==> config.mk <==
export PLATFORM = sky130hd
export DESIGN_NAME = bitwise_logic_unit
export DESIGN_NICKNAME = d
export VERILOG_FILES = /design/src/rtl/bitwise_logic_unit.sv
export SDC_FILE = /design/constraint.sdc
export NUM_CORES = 1
export LEC_CHECK = 0
export BUFFER_PORTS_ARGS = -buffer_cell sky130_fd_sc_hd__buf_2
export CAP_MARGIN = 20
export CELL_PAD_IN_SITES_DETAIL_PLACEMENT = 1
export CELL_PAD_IN_SITES_GLOBAL_PLACEMENT = 2
export CORE_MARGIN = 10
export CORE_UTILIZATION = 32
export CTS_CLUSTER_SIZE = 24
export DETAILED_ROUTE_END_ITERATION = 7
export GPL_TIMING_DRIVEN = 0
export PLACE_DENSITY_LB_ADDON = 0.25
export SLEW_MARGIN = 10
export SYNTH_ARGS = -nofsm -noshare
export SYNTH_HDL_FRONTEND = slang
export SYNTH_SLANG_ARGS = --single-unit
==> constraint.sdc <==
create_clock -name clk -period 4.25 [get_ports clk]
set_input_delay 0 -clock clk [delete_from_list [all_inputs] [get_ports clk]]
set_output_delay 0 -clock clk [all_outputs]
set_load 0.005 [all_outputs]
==> src/rtl/bitwise_logic_unit.sv <==
// rtl/bitwise_logic_unit.sv - registered bitwise AND/OR/XOR/NOR unit with accumulator and valid/ready handshake
// Optional macro: LOGIC_ZERO_FLAG_EN adds a registered zero flag on port zero.
module bitwise_logic_unit #(
  parameter int WIDTH = 5,
  parameter int CNT_W = 8
) (
  input  logic             clk,
  input  logic             reset,
  input  logic             in_valid,
  output logic             in_ready,
  input  logic [WIDTH-1:0] a,
  input  logic [WIDTH-1:0] b,
  input  logic [1:0]       op,
  input  logic             acc_mode,
  input  logic             acc_clr,
  output logic             out_valid,
  input  logic             out_ready,
  output logic [WIDTH-1:0] out,
  output logic [CNT_W-1:0] txn_cnt
`ifdef LOGIC_ZERO_FLAG_EN
  ,
  output logic             zero
`endif
);

  localparam logic [1:0] OP_AND = 2'b00;
  localparam logic [1:0] OP_OR  = 2'b01;
  localparam logic [1:0] OP_XOR = 2'b10;

  logic [WIDTH-1:0] r_out;
  logic [WIDTH-1:0] r_acc;
  logic [CNT_W-1:0] r_cnt;
  logic             r_valid;
  logic             w_accept;
  logic             w_deliver;
  logic [WIDTH-1:0] w_src;
  logic [WIDTH-1:0] w_result;

  // Handshake: a stalled result blocks input; a delivering result frees the slot in the same cycle
  always_comb begin
    in_ready  = !r_valid || out_ready;
    w_accept  = in_valid && in_ready;
    w_deliver = r_valid && out_ready;
  end

  // Operand select and bitwise operation; a clear arriving with an accumulate op reads as zero
  always_comb begin
    w_src = b;
    if (acc_mode) begin
      w_src = acc_clr ? '0 : r_acc;
    end
    case (op)
      OP_AND:  w_result = a & w_src;
      OP_OR:   w_result = a | w_src;
      OP_XOR:  w_result = a ^ w_src;
      default: w_result = ~(a | w_src);
    endcase
  end

  // Result register, valid flag and delivery counter
  always_ff @(posedge clk) begin
    if (reset) begin
      r_out   <= '0;
      r_valid <= 1'b0;
      r_cnt   <= '0;
    end else begin
      if (w_accept) begin
        r_out   <= w_result;
        r_valid <= 1'b1;
      end else if (w_deliver) begin
        r_valid <= 1'b0;
      end
      if (w_deliver) begin
        r_cnt <= r_cnt + 1'b1;
      end
    end
  end

  // Accumulator: an accepted accumulate op takes the result, which beats a simultaneous clear
  always_ff @(posedge clk) begin
    if (reset) begin
      r_acc <= '0;
    end else if (w_accept && acc_mode) begin
      r_acc <= w_result;
    end else if (acc_clr) begin
      r_acc <= '0;
    end
  end

`ifdef LOGIC_ZERO_FLAG_EN
  logic r_zero;

  // Zero flag tracks the result register
  always_ff @(posedge clk) begin
    if (reset) begin
      r_zero <= 1'b1;
    end else if (w_accept) begin
      r_zero <= (w_result == '0);
    end
  end

  assign zero = r_zero;
`endif

  assign out_valid = r_valid;
  assign out       = r_out;
  assign txn_cnt   = r_cnt;

endmodule

==> results_dict.tcl, run 1 <==
set metrics [dict create \
    finish.utilization_pct 39.99 \
    grt_pass1_vias 1282 \
    synth_top_family_by_area "simple AND/OR/NAND/NOR gates" \
    grt_max_degree 11 \
    drt_iter0_markers 63 \
    rr_endpoint "out[1]$_SDFFE_PP0N_" \
    rows 22 \
    r2r_setup_slack_ps 2680 \
    fmax_mhz 638.2 \
    fin_crit_ps 1567 \
    ys_types 34 \
    coreArea_sq_mm 0.003661 \
    fin_tns_setup_ps 0 \
    areaGrowthSynthToFinish_pct 21.12 \
    arrival_ps 1730 \
    fin_hold_ws_ps 73.81 \
    dieArea_sq_mm 0.006635 \
    startpoint_type "flip-flop" \
    syn-cell-area_sq_mm 0.001209 \
    synth_seq_area_share_pct 31.47 \
    r2r_cells 6 \
    post_cts_buffers 0 \
    antenna_found_initial 0 \
    outcome "finished clean" \
    ys_ff_latch 19 \
    vias 1140 \
    worst-path-max-fanout 2 \
    nets 202 \
    grt_first_pass_wirelength_microns 5830 \
    max-slew-margin-rel_pct 64.68 \
    grt.overflow.total 0 \
    worst_slew_pin_slew_ps 529.8 \
    initial_utilization_pct 33.01 \
    cts_resized 0 \
    routedWlPerCell_microns 15.74 \
    finalPower_uw 398.2 \
    n_fill_cell 466 \
    rsz0062_at_grt "no" \
    ys_warn_count 0 \
    drv_cap 0 \
    hold_buffers 0 \
    die_w_microns 81.46 \
    finalSetupViolations 0 \
    hold_end "txn_cnt[1]$_SDFFE_PP0P_" \
    clock_path_buffers 2 \
    finalCritPeriodShare_pct 36.87 \
    ant_nets 0 \
    finalMaxSlewViolations 0 \
    cpPeakStageDelay_ps 320 \
    dp_hpwl_microns 2704 \
    crit_slowest_cell "a211o_1" \
    hold_viol_final 0 \
    hold_start "out_ready" \
    via_per_inst 5.182 \
    syn_area_per_cell_sq_um 8.758 \
    p_per_area_mw_per_mm2 272.0 \
    cts_buffers 3 \
    clock_skew_ps 1.138 \
    path_clk_slew_ps 70 \
    insertion_delay_ps 260 \
    antenna_cells 0 \
    root_buffer "clkbuf_8" \
    synth_compound_area_share_pct 19.05 \
    synth_mux_area_share_pct 9.317 \
    cts-htree-levels 1 \
    whs_path_depth 3 \
    hp-class "in -> reg" \
    clock_sinks 19 \
    die_y_microns 81.46 \
    p_leak_nw 0.6374 \
    synth_xor_area_share_pct 1.449 \
    ios 33 \
    ir_drop_v 0.0001302 \
    dr.pass1.iters 4 \
    synthSimpleGateAreaFrac_pct 19.77 \
    synth_cells 138 \
    synth-adder-area-share_pct 11.39 \
    cp.required_ps 4420 \
    endpoint_kind "flip-flop" \
    r2r_start "r_acc[1]$_SDFF_PP0_" \
    cts_tree "yes" \
    layout-drive-gt1-share_pct 29.07 \
    io_buffer_count 30 \
    wirelength_microns 3463 \
    crit_type "reg -> reg" \
    grt_use_total_pct 10.87 \
    gp_congestion 0.7591 \
    drc 0 \
    cp_cell_sequence "nor2b_1, mux2_2, inv_1, ha_1, a211o_1, a311oi_1" \
    syn-num-nets 167 \
]
==> critical path, delay by kind of cell (launching register included) <==
family	cells	cell delay (ps)
fa+ha+maj	1	200
simple gates	1	170
buf+inv	1	40
mux	1	190
compound gates	2	580
flops	1	300
==> metrics by stage <==
step / area (sq um) / instances / setup slack (ps)
after floorplan: 1209 / 138 / 2802
after global placement: 1419 / 216 / 2706
after detailed placement: 1419 / 216 / 2667
after CTS: 1464 / 220 / 2670
after global routing: 1464 / 220 / 2538
final: 1464 / 220 / 2683
==> cell usage in the layout, fill, tap and decap left out <==
master	instances
nand3_1	3
clkbuf_1	4
or2b_1	1
nor2b_1	8
ha_1	11
buf_6	1
buf_1	1
and3_4	1
nor2_1	9
o21a_1	1
nand4_1	2
nand3b_1	1
a211o_1	4
clkbuf_8	3
nand2b_1	2
nor3_1	1
nand2_1	8
a21oi_1	10
a31oi_1	4
a311oi_1	8
buf_2	31
or3_2	1
o32ai_1	2
and2_1	1
o31ai_1	2
or3_1	1
xor2_1	2
or4_1	2
nand4b_1	1
o21ai_0	2
dfxtp_1	19
nand3_2	1
buf_4	2
mux2_2	10
inv_1	12
==> report_power, final <==
part | leakage [nW] | internal (mW) | switching, mW
sequential | 0.155 | 0.186 | 0.00459
clock | 0.0228 | 0.0667 | 0.0619
combinational | 0.459 | 0.0368 | 0.0424
total | 0.637 | 0.289 | 0.109
==> registers in the layout, indices dropped and copies added, names as in the netlist <==
register,flops
txn_cnt,8
out_valid,1
r_acc,5
out,5
==> worst max path at each step <==
| stage | cells past startpoint | startpoint | to |
|---|---|---|---|
| floorplan | 7 | r_acc[1]$_SDFF_PP0_ | r_acc[1]$_SDFF_PP0_ |
| global placement | 8 | acc_mode | out[0]$_SDFFE_PP0N_ |
| detailed placement | 8 | acc_mode | r_acc[1]$_SDFF_PP0_ |
| CTS | 6 | r_acc[1]$_SDFF_PP0_ | out[1]$_SDFFE_PP0N_ |
| global route | 7 | r_acc[4]$_SDFF_PP0_ | r_acc[4]$_SDFF_PP0_ |
| finish | 6 | r_acc[1]$_SDFF_PP0_ | out[1]$_SDFFE_PP0N_ |
==> cell families after synthesis <==
family | after synthesis
compound gates | 33
flops | 19
fa+ha+maj | 11
buf+inv | 20
simple gates | 43
xor+xnor | 2
mux | 10
==> Yosys cell counts, drive strengths merged <==
library cell / number / area share, %
a211o: 4 / 2.9
a21oi: 10 / 4.1
a311oi: 8 / 5.8
a31oi: 4 / 2.1
and2: 1 / 0.52
and3: 1 / 0.93
buf: 5 / 2.9
clkbuf: 3 / 0.93
dfxtp: 19 / 31
ha: 11 / 11
inv: 12 / 3.7
mux2: 10 / 9.3
nand2: 8 / 2.5
nand2b: 2 / 1.0
nand3: 4 / 2.1
nand3b: 1 / 0.62
nand4: 2 / 1.0
nand4b: 1 / 0.72
nor2: 9 / 2.8
nor2b: 8 / 4.1
nor3: 1 / 0.41
o21a: 1 / 0.62
o21ai: 2 / 0.83
o31ai: 2 / 1.2
o32ai: 2 / 1.4
or2b: 1 / 0.62
or3: 2 / 1.1
or4: 2 / 1.2
xor2: 2 / 1.4
==> layer usage <==
layer / track usage, % / share of wire [%]
met1: 12.52 / 45
met2: 20.30 / 51
met3: 1.419 / 3.1
met4: 3.114 / 1.1
met5: 0 / 0
==> layout make-up <==
class                      instances  area, sq um  area share, %
multi-input combinational         99        737.0          50.34
clock buffer                       4        45.04          3.077
tap                               48        60.06          4.103
timing repair buffer              30        150.1          10.26
inverter                          12        45.04          3.077
buffer                             8        46.29          3.162
sequential                        19        380.4          25.98
(Power assumes the default switching activity.)
==> run 2, diff against run 1 <==
Settings changed: CORE_UTILIZATION 32 to 30.
Clock period 4.25 ns to 1.5 ns, I/O delays scaled along.
==> run 2 against run 1 <==
Against the previous run: worst hold slack worse by 11 ps; the flow now finishes with violations (negative setup slack); routed wire length increased by 14%; sequential power rose to 2.8 times the previous value; largest cell class unchanged; final cell count increased by 2.7%; die area grew 5.0%.
==> results_dict.tcl, run 2 (synthesis gave the netlist of run 1 again) <==
set metrics [dict create \
    antenna_found_initial 0 \
    largest_reg_flops 8 \
    grt_pass1_vias 1372 \
    io_buffer_count 30 \
    cts-htree-levels 1 \
    p_per_area_mw_per_mm2 713.7 \
    hp-class "in -> reg" \
    nets 206 \
    critical-path-top-delay-family "multiplexers" \
    drv_cap 0 \
    finalMaxSlewViolations 0 \
    gp_congestion 0.8077 \
    rows 23 \
    fin_area_sq_mm 0.001723 \
    initial_utilization_pct 30.66 \
    max-slew-margin-rel_pct 51.65 \
    whs_path_depth 3 \
    crit_type "reg -> reg" \
    crit_top_cell "mux2_4" \
    grt_max_degree 12 \
    arrival_ps 1670 \
    grt_use_total_pct 11.25 \
    n_fill_cell 460 \
    layout_common_cells "buf_2, dfxtp_1, a21oi_1, mux2_4, nor2_1" \
    outcome "complete, but fails checks" \
    cp.depth 7 \
    rsz0062_at_grt "yes" \
    fin_tns_setup_ps -320.5 \
    startpoint_type "flip-flop" \
    drc 0 \
    antenna_cells 0 \
    via_per_inst 5.181 \
    hold_viol_final 0 \
    violations "negative setup slack" \
    grt_first_pass_wirelength_microns 6603 \
    drt_iter0_markers 42 \
    clock_skew_ps 7.161 \
    dr.pass1.iters 4 \
    mostFrequentLayoutCell "buf_2" \
    layout_setup_ws_ps -50.41 \
    finalCritPeriodShare_pct 103.4 \
    worst_slew_pin_slew_ps 725.3 \
    die_w_microns 83.48 \
    p_leak_nw 0.7260 \
    crit_buf_inv 1 \
    coreArea_sq_mm 0.003943 \
    die_y_microns 83.48 \
    path_clk_slew_ps 80 \
    worst-path-max-fanout 2 \
    layout-drive-gt1-share_pct 50.00 \
    cpPeakStageDelay_ps 310 \
    cts_buffers 3 \
    clock_sinks 19 \
    r2r_cells 7 \
    fin_crit_ps 1550 \
    ir_drop_v 0.0002475 \
    routedWlPerCell_microns 17.44 \
    areaGrowthSynthToFinish_pct 42.55 \
    cts_tree "yes" \
    ant_nets 0 \
    insertion_delay_ps 260 \
    cp_cell_sequence "nor2b_4, mux2_4, inv_2, ha_4, mux2_4, nand2_2, a311oi_2" \
    pre_cts_slack_ps -120.9 \
    dp_hpwl_microns 2832 \
    clock_path_buffers 2 \
    crit_slowest_cell "dfxtp_1" \
    endpoint_kind "flip-flop" \
    finalSetupViolations 8 \
    dieArea_sq_mm 0.006968 \
    vias 1171 \
    fmax_mhz 645.0 \
    ios 33 \
    postPlaceCellArea_sq_mm 0.001421 \
    wirelength_microns 3942 \
    grt.overflow.total 0 \
    root_buffer "clkbuf_8" \
    cp.required_ps 1620 \
]
## run 2: stage by stage
stage	power (mW)	cells	hold slack [ps]	util [%]
after detailed placement	0.7806	218	347.9	36.05
after CTS	1.217	225	67.19	42.53
after global placement	0.7667	218	335.6	36.05
after global routing	1.302	226	90.17	43.70
final	1.230	226	62.85	43.70
after floorplan	0.6920	138	162.7	-
## run 2: power breakdown
part | switching, mW | internal, mW
registers | 0.0141 | 0.527
logic | 0.164 | 0.153
clock network | 0.186 | 0.185
total | 0.365 | 0.865
## run 2: tightest hold or removal path, cell delays in order
cell	delay, ps
buf_2	140
nand3_1	90
a21oi_1	60
## run 2: layout make-up
cell class	count	area, sq um	area share (%)
buffer	8	46.29	2.687
clock buffer	3	41.29	2.397
clock inverter	1	5.005	0.2905
inverter	12	47.55	2.760
multi-input combinational	99	957.2	55.56
sequential	19	382.9	22.22
tap	50	62.56	3.631
timing repair buffer	34	180.2	10.46
## run 2: timing repair
action                     4_1_cts  5_1_grt
gates resized for setup         41       11
setup endpoints to repair       10       10
hold buffers                     0        0
buffers inserted                 3        1
pin swaps                       11        6
gates cloned                     0        0
## run 2: per-layer routing
metal	global-route usage (%)	part of all wire [%]	vias to the layer above
li1	-	-	576
met1	12.55	45	562
met2	19.59	49	29
met3	2.734	4.7	4
met4	5.175	1.8	0
met5	0	0	-
## run 2: worst paths after layout
path	startpoint	to	slack [ps]
max	r_acc[2]$_SDFF_PP0_	r_acc[2]$_SDFF_PP0_	-50
min	out_ready	txn_cnt[1]$_SDFFE_PP0P_	60
max reg2reg	r_acc[2]$_SDFF_PP0_	r_acc[2]$_SDFF_PP0_	-50
min reg2reg	txn_cnt[7]$_SDFFE_PP0P_	txn_cnt[7]$_SDFFE_PP0P_	480
==> run 3, diff against run 2 <==
Settings changed: PLACE_DENSITY from default to 0.85, PLACE_DENSITY_LB_ADDON 0.25 to default.
==> run 3 against run 2 <==
Against the previous run: final cell count fell by 0.88%; first-iteration DRC count shrank 45%; routed wire length down 8.4%; via count shrank 2.0%; register-to-register slack about the same; power fell by 0.89%; the flow still finishes with violations (negative setup slack); sequential power about the same; clock power barely moved; maximum frequency increased by 0.64%; combinational power decreased by 4%; flip-flop and latch count unchanged; non-clock buffer count decreased by 2; highest routed layer unchanged.
==> results_dict.tcl, run 3 (synthesis gave the netlist of run 1 again) <==
set metrics [dict create \
    routedWlPerCell_microns 16.13 \
    startpoint_type "flip-flop" \
    grt_max_degree 13 \
    violations "negative setup slack" \
    antenna_cells 0 \
    hp-class "in -> reg" \
    power_frac_comb_pct 24.9 \
    hold_viol_final 0 \
    p_switching_uw 355.3 \
    finalSetupViolations 8 \
    dp_hpwl_microns 2683 \
    endpoint_kind "flip-flop" \
    largest_reg_flops 8 \
    layout_common_cells "buf_2, dfxtp_1, a21oi_1, mux2_4, nor2_1" \
    worst-path-max-fanout 2 \
    dr.pass1.iters 4 \
    hold_buffers 0 \
    cp.required_ps 1630 \
    hold_start "out_ready" \
    root_buffer "clkbuf_8" \
    p_leak_nw 0.7072 \
    die_y_microns 83.48 \
    fin_crit_ps 1540 \
    ios 33 \
    r2r_start "r_acc[2]$_SDFF_PP0_" \
    layout_setup_ws_ps -40.48 \
    max-slew-margin-rel_pct 54.25 \
    swShare_pct 29.15 \
    wirelength_microns 3612 \
    crit_type "reg -> reg" \
    finish.utilization_pct 42.88 \
    rows 23 \
    finalCritPeriodShare_pct 102.7 \
    r2r_setup_slack_ps -40 \
    cts-htree-levels 1 \
    die_w_microns 83.48 \
    dieArea_sq_mm 0.006968 \
    antenna_found_initial 0 \
    ir_drop_v 0.0003262 \
    clock_path_buffers 2 \
    arrival_ps 1670 \
    ant_nets 0 \
    vias 1147 \
    fin_area_sq_mm 0.001690 \
    areaGrowthSynthToFinish_pct 39.85 \
    cts_buffers 3 \
    clock_sinks 19 \
    mostFrequentLayoutCell "buf_2" \
    finalMaxSlewViolations 0 \
    io_buffer_count 30 \
    insertion_delay_ps 260 \
    power_frac_seq_pct 44.5 \
    clock_skew_ps 10.53 \
    r2r_cells 7 \
    drv_cap 0 \
    layout-drive-gt1-share_pct 47.70 \
    rsz0062_at_grt "yes" \
    hold_end "txn_cnt[1]$_SDFFE_PP0P_" \
    outcome "complete, but fails checks" \
    cts_tree "yes" \
    power_frac_clock_pct 30.6 \
    gp_congestion 0.8131 \
    via_per_inst 5.121 \
    drt_iter0_markers 23 \
    grt_first_pass_wirelength_microns 6203 \
    p_int_uw 863.4 \
    p_per_area_mw_per_mm2 721.0 \
    drc 0 \
    fin_tns_setup_ps -248.6 \
    coreArea_sq_mm 0.003943 \
    n_fill_cell 456 \
    grt_pass1_vias 1330 \
    grt_use_total_pct 10.25 \
    grt.overflow.total 0 \
    nets 204 \
    rr_endpoint "out[2]$_SDFFE_PP0N_" \
    fmax_mhz 649.1 \
    path_clk_slew_ps 80 \
    postPlaceCellArea_sq_mm 0.001421 \
    initial_utilization_pct 30.66 \
    whs_path_depth 3 \
    worst_slew_pin_slew_ps 686.3 \
]
==> run 3: area by class of cell <==
class,instances,area (sq um),area share [%]
Sequential cell,19,382.9,22.65
Timing Repair Buffer,32,165.2,9.771
Inverter,12,47.55,2.813
Buffer,8,46.29,2.739
Multi-Input combinational cell,99,937.1,55.44
Clock inverter,1,7.507,0.4441
Tap cell,50,62.56,3.701
Clock buffer,3,41.29,2.443
==> run 3: repair_timing <==
action / in CTS / in global routing
gates cloned: 0 / 0
pin swaps: 11 / 2
setup buffers: 1 / 1
resized for setup: 40 / 8
endpoints found under the hold margin: 0 / 0
setup endpoints to repair: 10 / 10
==> run 3: metrics by stage <==
stage,instances,setup WS (ps),power (mW),hold slack [ps]
after floorplan,138,52.13,0.6920,162.7
after global placement,218,-34.12,0.7641,327.6
after detailed placement,218,-136.5,0.7772,335.6
after CTS,223,-38.46,1.218,62.28
after global routing,224,-88.78,1.294,102.6
final,224,-40.48,1.219,70.19
==> run 3: power by group through the flow <==
stage | Clock [mW] | Sequential (mW) | Combinational [mW]
floorplan | 0 | 0.551 | 0.141
global placement | 0 | 0.552 | 0.213
detailed placement | 0 | 0.553 | 0.225
CTS | 0.386 | 0.542 | 0.290
global route | 0.412 | 0.546 | 0.337
finish | 0.372 | 0.543 | 0.304
==> run 3: how the worst max path moves through the flow <==
stage	from	cells past startpoint	end	slack, ps
6_report	r_acc[2]$_SDFF_PP0_	7	out[2]$_SDFFE_PP0N_	-40
5_1_grt	r_acc[2]$_SDFF_PP0_	7	r_acc[2]$_SDFF_PP0_	-90
4_1_cts	r_acc[0]$_SDFF_PP0_	7	out[0]$_SDFFE_PP0N_	-40
3_5_place_dp	r_acc[0]$_SDFF_PP0_	6	out[0]$_SDFFE_PP0N_	-140
3_3_place_gp	acc_mode	8	r_acc[2]$_SDFF_PP0_	-30
2_1_floorplan	r_acc[1]$_SDFF_PP0_	7	r_acc[1]$_SDFF_PP0_	50
==> run 3: critical path, cell delays in order (launching register included) <==
cell and delay (ps):
dfxtp_1 310, nor2b_4 120, mux2_4 280, inv_2 70, ha_4 180, mux2_4 270, nand2_2 90, a311oi_2 100
==> run 3: layer usage <==
metal / share of wire, % / vias up / global-route usage [%]
met1: 45 / 544 / 11.95
met2: 48 / 31 / 17.70
met5: 0 / - / 0
met4: 0.83 / 0 / 1.522
met3: 6.0 / 4 / 3.809
li1: - / 568 / -
